File: src/rtl/lu_pkg.sv
// rtl/lu_pkg.sv - shared op codes and FSM state type for the bit-serial logic scheduler
package lu_pkg;

    localparam logic [1:0] LU_AND  = 2'b00;
    localparam logic [1:0] LU_OR   = 2'b01;
    localparam logic [1:0] LU_NAND = 2'b10;
    localparam logic [1:0] LU_NOR  = 2'b11;

    typedef enum logic [1:0] {
        IDLE = 2'b00,
        BUSY = 2'b01,
        DONE = 2'b10
    } lu_state_t;

endpackage

File: src/rtl/lu_serial_sched_if.sv
// rtl/lu_serial_sched_if.sv - request/result bundle between requesters, scheduler and result consumer
interface lu_serial_sched_if #(
    parameter int WIDTH = 8
);
    logic [1:0]       req_valid;
    logic [1:0]       req_ready;
    logic [WIDTH-1:0] req_a0;
    logic [WIDTH-1:0] req_b0;
    logic [WIDTH-1:0] req_a1;
    logic [WIDTH-1:0] req_b1;
    logic [1:0]       req_op0;
    logic [1:0]       req_op1;
    logic             res_valid;
    logic             res_ready;
    logic [WIDTH-1:0] res_data;
    logic             res_id;
    logic [1:0]       res_op;
    logic             busy;

    modport master (
        output req_valid, req_a0, req_b0, req_a1, req_b1, req_op0, req_op1, res_ready,
        input  req_ready, res_valid, res_data, res_id, res_op, busy
    );

    modport slave (
        input  req_valid, req_a0, req_b0, req_a1, req_b1, req_op0, req_op1, res_ready,
        output req_ready, res_valid, res_data, res_id, res_op, busy
    );

endinterface

File: src/rtl/lu_cell.sv
// rtl/lu_cell.sv - combinational 1-bit AND/OR/NAND/NOR cell
module lu_cell
    import lu_pkg::*;
(
    input  logic       a,
    input  logic       b,
    input  logic [1:0] op,
    output logic       y
);

    always_comb begin
        y = 1'b0;
        case (op)
            LU_AND:  y = a & b;
            LU_OR:   y = a | b;
            LU_NAND: y = ~(a & b);
            LU_NOR:  y = ~(a | b);
            default: y = 1'b0;
        endcase
    end

endmodule

File: src/rtl/lu_serial_sched.sv
// rtl/lu_serial_sched.sv - two-requester bit-serial scheduler around one lu_cell
// LU_SCHED_RR_EN selects round-robin arbitration; otherwise requester 0 has fixed priority.
module lu_serial_sched
    import lu_pkg::*;
#(
    parameter int WIDTH = 8
) (
    input  logic             clk,
    input  logic             reset,
    lu_serial_sched_if.slave bus
);

    localparam int CW = $clog2(WIDTH) + 1;

    lu_state_t        state_q;
    lu_state_t        state_nxt;
    logic [WIDTH-1:0] a_q;
    logic [WIDTH-1:0] b_q;
    logic [WIDTH-1:0] res_q;
    logic [1:0]       op_q;
    logic             id_q;
    logic [CW-1:0]    cnt_q;
    logic [1:0]       req_ready;
    logic             grant;
    logic             accept;
    logic             last_bit;
    logic             cell_y;
    logic             ptr_q;

`ifdef LU_SCHED_RR_EN
    always_ff @(posedge clk) begin
        if (reset) begin
            ptr_q <= 1'b0;
        end else if (accept) begin
            ptr_q <= ~grant;
        end
    end
`else
    assign ptr_q = 1'b0;
`endif

    // The pointer only matters on a tie; a lone requester always wins.
    assign grant    = (&bus.req_valid) ? ptr_q : bus.req_valid[1];
    assign last_bit = (cnt_q == CW'(WIDTH - 1));

    lu_cell u_cell (
        .a  (a_q[0]),
        .b  (b_q[0]),
        .op (op_q),
        .y  (cell_y)
    );

    always_comb begin
        state_nxt = state_q;
        req_ready = 2'b00;
        accept    = 1'b0;
        case (state_q)
            IDLE: begin
                if (!reset && (|bus.req_valid)) begin
                    req_ready = grant ? 2'b10 : 2'b01;
                    accept    = 1'b1;
                    state_nxt = BUSY;
                end
            end
            BUSY: begin
                if (last_bit) begin
                    state_nxt = DONE;
                end
            end
            DONE: begin
                if (bus.res_ready) begin
                    state_nxt = IDLE;
                end
            end
            default: state_nxt = IDLE;
        endcase
    end

    // Operands shift right so the cell always sees bit k at position 0;
    // results enter at the MSB so bit 0 lands in place after WIDTH shifts.
    always_ff @(posedge clk) begin
        if (reset) begin
            state_q <= IDLE;
            a_q     <= '0;
            b_q     <= '0;
            res_q   <= '0;
            op_q    <= LU_AND;
            id_q    <= 1'b0;
            cnt_q   <= '0;
        end else begin
            state_q <= state_nxt;
            if (accept) begin
                a_q   <= grant ? bus.req_a1  : bus.req_a0;
                b_q   <= grant ? bus.req_b1  : bus.req_b0;
                op_q  <= grant ? bus.req_op1 : bus.req_op0;
                id_q  <= grant;
                res_q <= '0;
                cnt_q <= '0;
            end else if (state_q == BUSY) begin
                a_q   <= a_q >> 1;
                b_q   <= b_q >> 1;
                res_q <= (res_q >> 1) | (WIDTH'(cell_y) << (WIDTH - 1));
                cnt_q <= cnt_q + CW'(1);
            end
        end
    end

    assign bus.req_ready = req_ready;
    assign bus.res_valid = (state_q == DONE);
    assign bus.res_data  = res_q;
    assign bus.res_id    = id_q;
    assign bus.res_op    = op_q;
    assign bus.busy      = (state_q != IDLE);

endmodule

File: src/flat_wrapper.sv
// flat-port wrapper written by rule: the top's interface ports become plain ports
module lu_serial_sched_flat import lu_pkg::*;
#(
    parameter int WIDTH = 8
)
  (clk, reset, bus_req_valid, bus_req_a0, bus_req_b0, bus_req_a1, bus_req_b1, bus_req_op0, bus_req_op1, bus_res_ready, bus_req_ready, bus_res_valid, bus_res_data, bus_res_id, bus_res_op, bus_busy);
  lu_serial_sched_if #(.WIDTH(WIDTH)) bus_i ();
  input  logic clk;
  input  logic reset;
  input wire logic [$bits(bus_i.req_valid)-1:0] bus_req_valid;
  input wire logic [$bits(bus_i.req_a0)-1:0] bus_req_a0;
  input wire logic [$bits(bus_i.req_b0)-1:0] bus_req_b0;
  input wire logic [$bits(bus_i.req_a1)-1:0] bus_req_a1;
  input wire logic [$bits(bus_i.req_b1)-1:0] bus_req_b1;
  input wire logic [$bits(bus_i.req_op0)-1:0] bus_req_op0;
  input wire logic [$bits(bus_i.req_op1)-1:0] bus_req_op1;
  input wire logic [$bits(bus_i.res_ready)-1:0] bus_res_ready;
  output wire logic [$bits(bus_i.req_ready)-1:0] bus_req_ready;
  output wire logic [$bits(bus_i.res_valid)-1:0] bus_res_valid;
  output wire logic [$bits(bus_i.res_data)-1:0] bus_res_data;
  output wire logic [$bits(bus_i.res_id)-1:0] bus_res_id;
  output wire logic [$bits(bus_i.res_op)-1:0] bus_res_op;
  output wire logic [$bits(bus_i.busy)-1:0] bus_busy;
  assign bus_i.req_valid = bus_req_valid;
  assign bus_i.req_a0 = bus_req_a0;
  assign bus_i.req_b0 = bus_req_b0;
  assign bus_i.req_a1 = bus_req_a1;
  assign bus_i.req_b1 = bus_req_b1;
  assign bus_i.req_op0 = bus_req_op0;
  assign bus_i.req_op1 = bus_req_op1;
  assign bus_i.res_ready = bus_res_ready;
  assign bus_req_ready = bus_i.req_ready;
  assign bus_res_valid = bus_i.res_valid;
  assign bus_res_data = bus_i.res_data;
  assign bus_res_id = bus_i.res_id;
  assign bus_res_op = bus_i.res_op;
  assign bus_busy = bus_i.busy;
  lu_serial_sched #(.WIDTH(WIDTH)) u_core (.clk(clk), .reset(reset), .bus(bus_i));
endmodule
File: config.mk
export PLATFORM = sky130hd
export DESIGN_NAME = lu_serial_sched_flat
export DESIGN_NICKNAME = d
export VERILOG_FILES = /design/src/rtl/lu_pkg.sv /design/src/rtl/lu_serial_sched_if.sv /design/src/rtl/lu_cell.sv /design/src/rtl/lu_serial_sched.sv /design/src/flat_wrapper.sv
export SDC_FILE = /design/constraint.sdc
export NUM_CORES = 1
export LEC_CHECK = 0
export CAP_MARGIN = 10
export CORE_MARGIN = 5
export CORE_UTILIZATION = 30
export CTS_BUF_LIST = sky130_fd_sc_hd__clkbuf_2
export DETAILED_ROUTE_END_ITERATION = 16
export PLACE_DENSITY = 0.61
export SYNTH_ARGS = -nofsm -noshare
export SYNTH_HDL_FRONTEND = slang
export SYNTH_SLANG_ARGS = --single-unit
File: constraint.sdc
create_clock -name clk -period 1.5 [get_ports clk]
set_input_delay 0.225 -clock clk [delete_from_list [all_inputs] [get_ports clk]]
set_output_delay 0.225 -clock clk [all_outputs]
set_load 0.01 [all_outputs]
==> flow_metrics.py <==
metrics = {
    "run_status": {
        "outcome": "finished with violations",
        "violations": "negative setup slack",
    },
    "clocking": {
        "cts_tree": "yes",
        "clock-root-buffer": "clkbuf_2",
        "cts.clk_slew.worst_paths_ps": 180,
        "cts.hold.buffers_added": 0,
        "worstSkewPairLatency_ps": 360,
        "cts_buffers": 5,
        "cts_htree_levels": 2,
        "cts.sinks": 33,
        "clockBufferDepth": 2,
    },
    "detailed_routing": {
        "route.detailed.drc": 0,
        "routed_via_density": 4.68,
        "wire_per_inst_microns": 12.3,
        "drtIter0Drc": 45,
        "dr.pass1.iters": 4,
        "ant_nets": 0,
        "routed_wl_mm": 3.90,
        "vias": 1482,
    },
    "sta": {
        "period_share_pct": 105,
        "slew_headroom_pct": 81.2,
        "tightest_slew_ps": 281,
        "clock_skew_ps": 23.1,
        "fin_ws_ps": -80.5,
        "hold_viol": 0,
        "period_minus_slack_ps": 1580,
        "max_freq_mhz": 633,
        "rsz0062_at_grt": "true",
        "setup_viol": 3,
        "slew_viol_final": 0,
    },
    "place": {
        "gp_congestion": 0.713,
        "dp_slack_ps": -446,
        "placed_area_sq_um": 2300,
        "portBuffers": 55,
        "place_inst": 303,
        "place_hpwl_mm": 2.92,
    },
    "grt": {
        "grt_max_degree": 22,
        "gr-total-overflow": 0,
        "antenna_found_initial": 0,
        "grt_pass1_vias": 1358,
        "grt_pass1_wl_mm": 6.41,
        "grt_usage_pct": 11.4,
    },
    "synth": {
        "synth_cells": 174,
        "synthMuxAreaShare_pct": 13.0,
        "ys_seq_area_share_pct": 41.5,
        "synth_top_family_by_area": "compound AO/OA/AOI/OAI gates",
        "synth.avg_cell_area_sq_um": 9.15,
        "synth_adder_area_share_pct": 1.41,
        "synthXorXnorAreaFrac_pct": 2.20,
        "ys_ff_latch": 33,
        "synth_top_flop_cell": "dfxtp_1",
        "synth-edff-count": 0,
        "async_flop_share_pct": 0,
        "synth_area_sq_um": 1590,
        "synth_nets": 216,
        "yosysWarnings": 0,
        "synthSimpleGateAreaFrac_pct": 16.2,
        "ys_types": 32,
        "synth_compound_area_share_pct": 20.3,
    },
    "critical_path": {
        "path_max_fanout": 2,
        "required_ps": 1270,
        "end_kind": "output port",
        "path_class": "reg2out",
        "worst_setup_path_start_kind": "register",
        "arrival_ps": 1360,
    },
    "die": {
        "core_sq_um": 5140,
        "row_count": 26,
        "die_y_microns": 82.9,
        "die-area_sq_um": 6870,
        "die_w_microns": 82.9,
        "ios": 56,
        "initial_core_util_pct": 31.0,
    },
    "layout": {
        "final_area_sq_um": 2400,
        "stdcell_count": 317,
        "antenna_cells": 0,
        "area_delta_synth_final_pct": 50.5,
        "fillers": 549,
        "utilization_pct": 46.6,
        "drive_above_1_share_pct": 27.1,
        "nets": 288,
    },
    "min_path": {
        "holdCritPathClass": "in2reg",
    },
    "power": {
        "p_per_area_nw_per_um2": 773,
        "leakage_nw": 0.954,
        "total_power_mw": 1.85,
        "ir_drop_uv": 329,
    },
    "run": {
        "maxCapViolations": 0,
    },
}
worst paths after layout:
check | slack, ps | end | startpoint | cells past startpoint
max | -80 | bus_req_ready[1] | u_core.state_q[1]$_SDFFE_PP0P_ | 5
min | 360 | u_core.bus.res_id$_SDFFE_PP0P_ | bus_req_valid[1] | 4
max reg2reg | 100 | u_core.bus.res_op[0]$_SDFFE_PP0P_ | u_core.state_q[1]$_SDFFE_PP0P_ | 5
min reg2reg | 450 | u_core.bus.res_data[6]$_SDFFE_PP0N_ | u_core.bus.res_data[7]$_SDFFE_PP0N_ | 2
power by group:
group	switching [mW]	internal, mW	leakage (nW)
logic	0.220	0.290	0.654
registers	0.0289	0.925	0.272
clock network	0.289	0.102	0.0278
total	0.538	1.32	0.954
layout make-up:
| class | count | area, sq um | share of cell area [%] |
|---|---|---|---|
| Tap cell | 70 | 87.6 | 3.65 |
| Clock inverter | 3 | 12.5 | 0.522 |
| Multi-Input combinational cell | 127 | 868 | 36.2 |
| Timing Repair Buffer | 77 | 726 | 30.3 |
| Clock buffer | 5 | 25.0 | 1.04 |
| Inverter | 2 | 7.51 | 0.313 |
| Sequential cell | 33 | 671 | 28.0 |
layer usage:
metal  up-vias  share of wire (%)  wire [microns]  GRT usage [%]
li1        751                  -               -              -
met5         -                  0               0              0
met3         6                6.6             258           3.76
met4         0                1.4              55           4.46
met2        36                 48            1860           19.0
met1       689                 44            1730           13.5
layout by cell type (no fill, tap or decap), drive strengths merged, types with 6 or more instances in the layout:
master         instances
a21oi                 23
a22oi                 13
buf                   26
clkdlybuf4s50         39
dfxtp                 33
dlygate4sd2           11
mux2                  12
mux2i                  6
nand2                 34
nor2                  11
worst max-delay path: stages, from the launching register on:
cell and delay, ps:
dfxtp_2 350, or2_4 240, nor3_4 140, nand2_2 110
inv_2 60, buf_6 90
synthesized netlist by cell type (all sizes together), types with 2 or more instances:
library cell,instances,area [sq um]
a21oi,23,115
or2,2,15.0
nor2b,3,21.3
a221o,2,20.0
nand2,34,128
dfxtp,33,661
mux2,12,146
a22oi,13,113
clkbuf,4,15.0
o21ai,2,10.0
inv,2,7.51
nor2,11,41.3
mux2i,6,60.1
nor3,3,26.3
xor2,3,26.3
a211oi,4,50.1
buf,8,65.1
sequential cells by signal, summed over array words and instances, names as in the netlist:
| register | count |
|---|---|
| u_core.b_q | 8 |
| u_core.bus.res_op | 2 |
| u_core.state_q | 2 |
| u_core.a_q | 8 |
| u_core.cnt_q | 4 |
| u_core.bus.res_id | 1 |
| u_core.bus.res_data | 8 |
per-stage QoR:
stage | TNS (ps) | hold slack, ps
after detailed placement | -6430 | 447
after global placement | -5640 | 438
after floorplan | 0 | 420
final | -131 | 360
after global routing | -475 | 350
after CTS | -217 | 451
cell families (layout without fill, tap and decap cells):
| group | Yosys count | count (layout) |
|---|---|---|
| muxes | 18 | 18 |
| adders and majority gates | 2 | 2 |
| and+or+nand+nor | 57 | 57 |
| buffers and inverters | 14 | 87 |
| AOI/OAI and AO/OA | 46 | 46 |
| DFF | 33 | 33 |
| xor gates and xnor gates | 4 | 4 |
what timing repair did:
action / 4_1_cts / 5_1_grt
pin swaps: 4 / 0
buffers inserted: 0 / 6
resized for setup: 39 / 7
endpoints found under the setup margin: 15 / 6
Power figures use the tool's default switching activity.
==> variant 1 (same settings) <==
`WIDTH` is set to 8 in 3 places; all go to 16.
--- a/src/rtl/lu_serial_sched_if.sv
+++ b/src/rtl/lu_serial_sched_if.sv
@@ -1,6 +1,6 @@
 // rtl/lu_serial_sched_if.sv - request/result bundle between requesters, scheduler and result consumer
 interface lu_serial_sched_if #(
-    parameter int WIDTH = 8
+    parameter int WIDTH = 16
 );
     logic [1:0]       req_valid;
     logic [1:0]       req_ready;
--- a/src/rtl/lu_serial_sched.sv
+++ b/src/rtl/lu_serial_sched.sv
@@ -3,7 +3,7 @@
 module lu_serial_sched
     import lu_pkg::*;
 #(
-    parameter int WIDTH = 8
+    parameter int WIDTH = 16
 ) (
     input  logic             clk,
     input  logic             reset,
--- a/src/flat_wrapper.sv
+++ b/src/flat_wrapper.sv
@@ -1,7 +1,7 @@
 // flat-port wrapper written by rule: the top's interface ports become plain ports
 module lu_serial_sched_flat import lu_pkg::*;
 #(
-    parameter int WIDTH = 8
+    parameter int WIDTH = 16
 )
   (clk, reset, bus_req_valid, bus_req_a0, bus_req_b0, bus_req_a1, bus_req_b1, bus_req_op0, bus_req_op1, bus_res_ready, bus_req_ready, bus_res_valid, bus_res_data, bus_res_id, bus_res_op, bus_busy);
   lu_serial_sched_if #(.WIDTH(WIDTH)) bus_i ();
Interface: changed (5 resized); port bits go from 56 to 96. The function was not compared with the original's and may differ.
==> variant 1 against the unedited design <==
The flow still finishes with violations (negative setup slack); power grew 88%; setup slack worse by 0.071 ns; count of clock-buffer cells in the layout grew 5; via count grew 63%; non-clock buffer count is 47 higher; synthesized area up 67%; sequential cell count is 25 higher; utilization fell by 0.25 points; final area rose by 68%; clock skew barely moved; maximum frequency down 4.3%; final cell count rose by 66%; wire length grew 70%; clock power grew to 2.6 times the old value.
==> variant 1: results (changes against the unedited design) <==
metric;value;unit;change
power.share.clock;0.290;;+0.079
cp-startpoint;u_core.state_q[0];;
critPathCapture;bus_req_ready[0];;
grt_pass1_wl;11000;um;+71%
synthCells;299;;+72%
worst_pin_slew;0.311;ns;+0.0300 ns
grt_max_degree;26;;+18%
synth_xor_xnor_area_share;0.00985;;-0.0121
cp_max_fo;3;;+1
synth_area_leaders;dfxtp_1, mux2i_1, o221ai_1, nand2_1, inv_1;;
use_met2;0.198;;+0.00869
clock_latency;0.46;ns;+0.10 ns
instances_no_fill;526;;+66%
r2r.worst_path.cells;6;;+1
whs;0.390;ns;+0.0295 ns
gp_congestion;0.725;;+1.7%
peakVddDrop;0.000361;V;+9.9%
drt_iter0_markers;59;;+31%
grt_pass1_vias;2353;;+73%
hold_depth;3;;-1
r2r_start;u_core.state_q[0];;
ys_types;36;;+13%
setup_viol;3;;unchanged
status;complete, but fails checks;;
fin_ws;-0.152;ns;-0.0715 ns
synthMuxAreaShare;0.128;;-0.00204
met1_length;2910;um;+68%
comb_cell_power;757;uW;+49%
skew;0.0227;ns;-0.000407 ns
use_met1;0.150;;+0.0153
violations;negative setup slack;;
cts_buffers;9;;+4
wl;6630;um;+70%
synth-seq-area-share;0.435;;+0.0205
grt_usage;0.123;;+0.00932
h-tree-depth;3;;+1
slowest_delay;0.37;ns;+0.02 ns
==> variant 1: cell count changes after synthesis, moves of 25 or more <==
| cell | delta |
|---|---|
| dfxtp_1 | +25 |
| inv_1 | +33 |
| mux2i_1 | +28 |
| nand2_1 | +30 |
| o221ai_1 | +30 |
==> variant 1: layout make-up <==
cell class | count | area [um^2]
clock buffer | 10 | 50.0
clock inverter | 6 | 66.3
fill | 901 | 4650
inverter | 35 | 131
multi-input combinational | 185 | 1250
sequential | 58 | 1180
tap | 108 | 135
timing repair buffer | 124 | 1200
==> variant 1: what timing repair did <==
action | in CTS | in global routing
buffers inserted | 3 | 0
setup endpoints to repair | 23 | 4
pin swaps | 3 | 0
gates resized for setup | 62 | 1
==> variant 1: through the flow <==
step	TNS, ns	power (mW)
CTS	-0.510	3.54
floorplan	0	2.12
detailed placement	-13.07	2.51
finish	-0.296	3.48
global route	-0.675	3.68
global placement	-12.28	2.49
==> variant 2 (same settings) <==
Made on the original files. Encoding of `lu_state_t`: now one-hot (3 bits for 3 states).
--- a/src/rtl/lu_pkg.sv
+++ b/src/rtl/lu_pkg.sv
@@ -6,10 +6,10 @@
     localparam logic [1:0] LU_NAND = 2'b10;
     localparam logic [1:0] LU_NOR  = 2'b11;
 
-    typedef enum logic [1:0] {
-        IDLE = 2'b00,
-        BUSY = 2'b01,
-        DONE = 2'b10
+    typedef enum logic [2:0] {
+        IDLE = 3'b001,
+        BUSY = 3'b010,
+        DONE = 3'b100
     } lu_state_t;
 
 endpackage
Formal check against the unedited RTL: no difference found for any inputs over 10 cycles, from zero or initial values and one cycle with reset high; not proved beyond that.
==> variant 2 against the unedited design <==
The flow still finishes with violations (negative setup slack); synthesized area rose by 3.5%; combinational power rose by 3%; final area rose by 10%; wire length rose by 15%; first-iteration DRC count fell by 4.4%; sequential cell count rose by 1; power rose by 3.7%; setup slack got worse by 0.038 ns; via count rose by 7.8%.
==> variant 2: results (changes against the unedited design) <==
metric;value;unit;change
status;complete, but fails checks;;
violations;negative setup slack;;
cts.clk_slew.worst_paths;0.16;ns;-0.02 ns
gp_congestion;0.683;;-4.2%
hpwl;2960;um;+1.6%
skew;0.0159;ns;-0.00721 ns
final_layout_size_suffix_gt1_frac;0.332;;+0.0608
synth-seq-area-share;0.413;;-0.00171
drc;0;;unchanged
setup_viol;12;;+9
grt_usage;0.128;;+0.0142
peakVddDrop;0.000304;V;-7.4%
grt_max_degree;30;;+36%
slew_headroom;0.840;;+0.0280
post_dp_cell_area;2380;um^2;+3.7%
layout.nets;297;;+3.1%
cts_buffer_depth;2;;unchanged
worst-r2r-setup-slack;-0.08;ns;-0.18 ns
io_buffer_count;55;;unchanged
critPathArrivalTime;1.39;ns;+0.03 ns
drt_iter0_markers;43;;-4.4%
wl;4500;um;+15%
r2r.worst_path.cells;6;;+1
ys_types;36;;+13%
worst_r2r_endpoint;u_core.a_q[6];;
fillers;539;;-1.8%
grt_pass1_wl;7350;um;+15%
r2r_start;u_core.state_q[2];;
diodes;0;;unchanged
hold_class;in2reg;;
fin_ws;-0.119;ns;-0.0381 ns
critPathCapture;bus_req_ready[0];;
p_leak;0.992;nW;+3.9%
antenna_found_initial;0;;unchanged
synth_area_leaders;dfxtp_1, mux2_2, a21oi_1, nand2_1, a22oi_1;;
synth_nets;226;;+4.6%
vias;1598;;+7.8%
firstDrtPassIters;4;;unchanged
netlist_top_cells_count;dfxtp_1, nand2_1, a21oi_1;;
cp_max_fo;3;;+1
[variant 2: changes by cell type after synthesis, sizes merged, moves of 2 or more]
cell	delta
nor2	-4
a221o	-2
nor3b	+4
mux2i	-4
nand2	-6
a211oi	+2
nand3b	+2
a22oi	-2
nand3	+13
a311oi	+3
[variant 2: per-stage QoR]
step | utilization | TNS [ns] | cells | setup WS [ns] | power [mW]
final | 0.489 | -0.492 | 328 | -0.119 | 1.92
after floorplan | - | 0 | 184 | 0.111 | 1.21
after global placement | 0.441 | -7.49 | 311 | -0.431 | 1.43
after global routing | 0.489 | -1.39 | 328 | -0.236 | 2.04
after detailed placement | 0.441 | -8.25 | 311 | -0.439 | 1.43
after CTS | 0.478 | -0.711 | 327 | -0.148 | 1.92
[variant 2: timing repair]
item                                    in CTS  in global routing
endpoints found under the setup margin      28                 22
gates resized for setup                     59                 11
buffers inserted                             7                  3
pin swaps                                   19                  4
cloned                                       2                  1
[variant 2: worst max-delay path: stages (launching register included)]
cell      delay (ns)
dfxtp_2         0.35
nand2b_4        0.14
or2_4           0.23
nor3b_2         0.14
buf_2           0.15
[variant 2: logic make-up (layout without fill, tap and decap cells)]
group                    Yosys count  in the layout  synth area share
adder cells (fa/ha/maj)            2              2            0.0137
AND/OR/NAND/NOR                   65             66             0.201
buffers and inverters             16             87            0.0547
XOR/XNOR                           4              4            0.0213
multiplexers                      15             15             0.101
flip-flops                        34             34             0.413
AO/OA/AOI/OAI                     48             48             0.195
[variant 2: final cells by class]
cell class,count,area [um^2],share of cell area
sequential,34,694,0.263
clock buffer,6,30.0,0.0114
tap,72,90.1,0.0341
multi-input combinational,135,998,0.377
timing repair buffer,77,816,0.308
inverter,2,7.51,0.00284
clock inverter,2,8.76,0.00331
[variant 2: worst min path at each step]
stage | depth (start not counted) | start | endpoint | slack, ns
3_3_place_gp | 2 | u_core.bus.res_data[0] | u_core.bus.res_data[0] | 0.44
5_1_grt | 4 | bus_req_valid[1] | u_core.bus.res_id | 0.33
3_5_place_dp | 2 | u_core.bus.res_data[0] | u_core.bus.res_data[0] | 0.45
2_1_floorplan | 2 | u_core.a_q[7] | u_core.a_q[7] | 0.44
6_report | 4 | bus_req_valid[1] | u_core.bus.res_id | 0.35
4_1_cts | 3 | bus_req_op0[1] | u_core.bus.res_op[1] | 0.45
[variant 2: power by group]
| group | internal (mW) | switching [mW] |
|---|---|---|
| combinational | 0.313 | 0.210 |
| sequential | 0.951 | 0.0317 |
| clock | 0.115 | 0.303 |
[variant 2: routing by layer]
metal,global-route usage,vias to the layer above,wire (um),part of all wire
met5,0,-,0,0
met2,0.205,54,2060,0.46
met3,0.0484,2,296,0.066
met4,0.0380,0,24,0.0053
met1,0.160,742,2120,0.47
li1,-,800,-,-
